$ cat src/rtl/sar_adc_ctrl.sv
// sar_adc_ctrl: N-bit SAR controller; in adc_clk/adc_rst/go/cmp, out sample/dac_code/result/valid/busy (all registered)
module sar_adc_ctrl #(
  parameter int N = 5,
  parameter int SAMPLE_CYCLES = 2
) (
  input  logic         adc_clk,
  input  logic         adc_rst,
  input  logic         go,
  input  logic         cmp,
  output logic         sample,
  output logic [N-1:0] dac_code,
  output logic [N-1:0] result,
  output logic         valid,
  output logic         busy
);
  localparam int IW = N > 1 ? $clog2(N) : 1;
  localparam logic [1:0] IDLE = 2'd0, SAMP = 2'd1, CONV = 2'd2, DONE = 2'd3;
  logic [1:0] sync, state, state_n;
  logic [3:0] cnt;
  logic [IW-1:0] idx;
  logic [N-1:0] code_n;
  assign code_n = dac_code & ~({{(N-1){1'b0}}, !cmp} << idx);
  always_comb
    state_n = state == IDLE ? (sync[1] ? SAMP : IDLE) :
              state == SAMP ? (cnt == 4'(SAMPLE_CYCLES - 1) ? CONV : SAMP) :
              state == CONV ? (idx == '0 ? DONE : CONV) : IDLE;
  always_ff @(posedge adc_clk or posedge adc_rst)
    if (adc_rst) begin
      sync     <= '0;
      state    <= IDLE;
      cnt      <= '0;
      idx      <= '0;
      dac_code <= '0;
      result   <= '0;
      sample   <= 1'b0;
      valid    <= 1'b0;
      busy     <= 1'b0;
    end else begin
      sync   <= {sync[0], go};
      state  <= state_n;
      sample <= state_n == SAMP;
      valid  <= state_n == DONE;
      busy   <= state_n != IDLE;
      cnt    <= state == SAMP ? cnt + 4'd1 : 4'd0;
      if (state == SAMP && state_n == CONV) begin
        dac_code <= {1'b1, {(N-1){1'b0}}};
        idx      <= IW'(N - 1);
      end else if (state == CONV) begin
        dac_code <= idx == '0 ? code_n : code_n | ({{(N-1){1'b0}}, 1'b1} << (idx - IW'(1)));
        idx      <= idx == '0 ? idx : idx - IW'(1);
        if (idx == '0) result <= code_n;
      end else if (state == DONE) begin
        dac_code <= '0;
      end
    end
endmodule

$ cat config.mk
export PLATFORM = sky130hd
export DESIGN_NAME = sar_adc_ctrl
export DESIGN_NICKNAME = d
export VERILOG_FILES = /design/src/rtl/sar_adc_ctrl.sv
export SDC_FILE = /design/constraint.sdc
export NUM_CORES = 1
export LEC_CHECK = 0
export BUFFER_PORTS_ARGS = -buffer_cell sky130_fd_sc_hd__buf_2
export CORE_MARGIN = 2
export CORE_UTILIZATION = 50
export CTS_CLUSTER_SIZE = 40
export DETAILED_ROUTE_END_ITERATION = 6
export GPL_ROUTABILITY_DRIVEN = 0
export HOLD_SLACK_MARGIN = 0.15
export PLACE_DENSITY_LB_ADDON = 0.1
export SLEW_MARGIN = 5
export SYNTH_ARGS = -nofsm -noshare
export SYNTH_HDL_FRONTEND = slang
export SYNTH_SLANG_ARGS = --single-unit
$ cat constraint.sdc
create_clock -name adc_clk -period 1.84 [get_ports adc_clk]
set_input_delay 0.092 -clock adc_clk [delete_from_list [all_inputs] [get_ports adc_clk]]
set_output_delay 0.092 -clock adc_clk [all_outputs]
set_load 0.02 [all_outputs]
==> results.ini <==
[status]
status = finished, final reports clean

[yosys]
ys_seq_elements = 24
ys_seq_area_share_pct = 49.5
yosys_warnings = 0
syn-cell-area_sq_um = 1210
syn_inst = 106
syn_avg_cell_area_sq_um = 11.4
synth_top_area_share_pct = 49.5
synthDistinctLibCells = 37
synth_area_leader_cell = dfrtp_1
synth_area_leaders = dfrtp_1 49%, ha_1 7.2%, o41ai_2 4.0%
syn_nets = 117

[min_path]
worst_hold_path_type = input pin to flip-flop

[finish]
final_layout_size_suffix_gt1_share_pct = 25.2
fillers = 201
antennaDiodeCount = 0
area_growth_pct = 13.0
layout_common_cells = 24 x dfrtp_1, 16 x buf_2, 7 x nand2_1, 7 x ha_1, 6 x o211ai_1
final_common_cell = dfrtp_1
fin_util_pct = 60.8
nets = 139

[grt]
grt_pass1_wl_microns = 3880
antenna_found_initial = 0
grt_pass1_vias = 848
grt_max_degree = 25
overflow = 0
grt_use_total_pct = 18.9

[run]
max-cap-violations = 0

[placed_design]
dp_slack_ns = 0.354
hpwl_microns = 1600
io_buffers = 16

[clocking]
path_clk_slew_ns = 0.13
clkLatencyLatePin_ns = 0.30
clock_sinks = 24
postCtsResizedCells = 0
cts.htree.levels = 1
ctsHoldBuffers = 2
post-cts-setup-buffers = 0
clockBufferDepth = 2
root_buffer = clkbuf_4
cts_made_buffers = 3
cts_tree = built

[floorplanning]
die-area_sq_um = 2840
core_sq_um = 2250
start_util_pct = 53.8
dieWidth_microns = 53.3
ios = 17
die_h_microns = 53.3
rows = 17

[sta]
finalHoldViolations = 0
hold_slack_ns = 0.164
layout_min_cycle_time_ns = 1.50
tightest_slew_ns = 0.401
fin_tns_setup_ns = 0
rsz0062_at_grt = no
clock_skew_ns = 0.00583
finalCritPeriodShare_pct = 81.8
fmax_mhz = 665
slew_headroom_pct = 73.3
setup_viol = 0
finalMaxSlewViolations = 0
fin_ws_ns = 0.336

[detailed_routing]
wire_per_inst_microns = 13.8
drc = 0
drt-initial-drc-count = 22
drtAntennaViolNets = 0
wl_microns = 2140
via_count = 843
vias_per_cell = 5.44
drt-pass1-iter-count = 4

[pwr]
max-vdd-ir-drop_v = 0.000933
powerDensity_nw_per_um2 = 1610
p_leak_nw = 0.646
total_power_mw = 2.21

[critical_path]
path_class = flip-flop to flip-flop
cp-start-kind = flip-flop
cp.arrival_ns = 1.70
cp-end-kind = flip-flop
critPathMaxFanout = 6
crit_required_ns = 2.04

-- stage by stage --
stage	instances	instance area, sq um
2_1_floorplan	106	1210
3_3_place_gp	149	1320
3_5_place_dp	149	1320
4_1_cts	155	1370
5_1_grt	155	1370
6_report	155	1370
-- Yosys cell counts --
master      n
mux2i_1     1
nand3_1     4
xnor2_1     1
and3_1      1
nor2b_2     1
nand2b_4    1
inv_1       5
and2_1      1
o211a_1     1
o41ai_2     3
a21oi_1     4
mux2_1      1
nand4bb_1   3
nor3_1      2
nor3b_1     2
o21ai_1     3
or2_1       1
or3_1       2
nor2_1      4
o21a_1      1
inv_2       1
and2b_4     1
dfrtp_1    24
o211ai_1    6
nor4b_2     1
ha_1        7
o22ai_1     1
xor2_1      1
buf_2       2
nand2_1     7
a22oi_1     1
buf_6       3
o21ai_0     4
a211o_1     2
nor4b_1     1
o2bb2ai_1   1
nor2b_1     1
-- flip-flops by register name, indices dropped and copies added (netlist names) --
name and flops:
dac_code 5, result 5, cnt 4, idx 3
state 2, sync 2, busy 1, sample 1
valid 1
-- logic make-up after synthesis --
| logic type | after synthesis | synth area share (%) |
|---|---|---|
| AOI/OAI and AO/OA | 27 | 17.0 |
| xor gates and xnor gates | 2 | 1.44 |
| adders and majority gates | 7 | 7.22 |
| buffers and inverters | 11 | 5.46 |
| DFF | 24 | 49.5 |
| muxes | 2 | 1.75 |
| and+or+nand+nor | 33 | 17.6 |
-- layout make-up --
type | count | area [sq um] | area share [%]
Multi-Input combinational cell | 71 | 547 | 39.9
Inverter | 6 | 22.5 | 1.64
Timing Repair Buffer | 22 | 130 | 9.49
Clock buffer | 4 | 36.3 | 2.65
Tap cell | 28 | 35.0 | 2.55
Sequential cell | 24 | 601 | 43.8
-- worst paths after layout --
path                          from          end  slack, ns  cells past startpoint
setup / recovery            idx[1]    result[4]       0.34                      4
setup reg to reg            idx[1]    result[4]       0.34                      4
max in group asynchronous  adc_rst  dac_code[4]       1.24                      4
hold reg to reg            sync[0]      sync[1]       0.37                      0
hold / removal                 cmp    result[2]       0.16                      3
min in group asynchronous  adc_rst       cnt[3]       0.37                      4
-- power breakdown --
group	internal [mW]	switching (mW)
clock	0.121	0.146
combinational	0.424	0.591
sequential	0.721	0.204
-- routing by layer --
layer  track usage, %  vias up  wire length (microns)
met5                0        -                      0
met3             3.39        2                     62
met4             5.13        0                     14
met2             31.1       11                   1030
met1             25.3      406                   1030
li1                 -      424                      -
-- critical path, stage by stage (launching register included) --
cell       delay [ns]
dfrtp_1          0.40
inv_1            0.13
ha_1             0.29
nand4bb_1        0.22
mux2_1           0.36
Power figures use the tool's default switching activity.
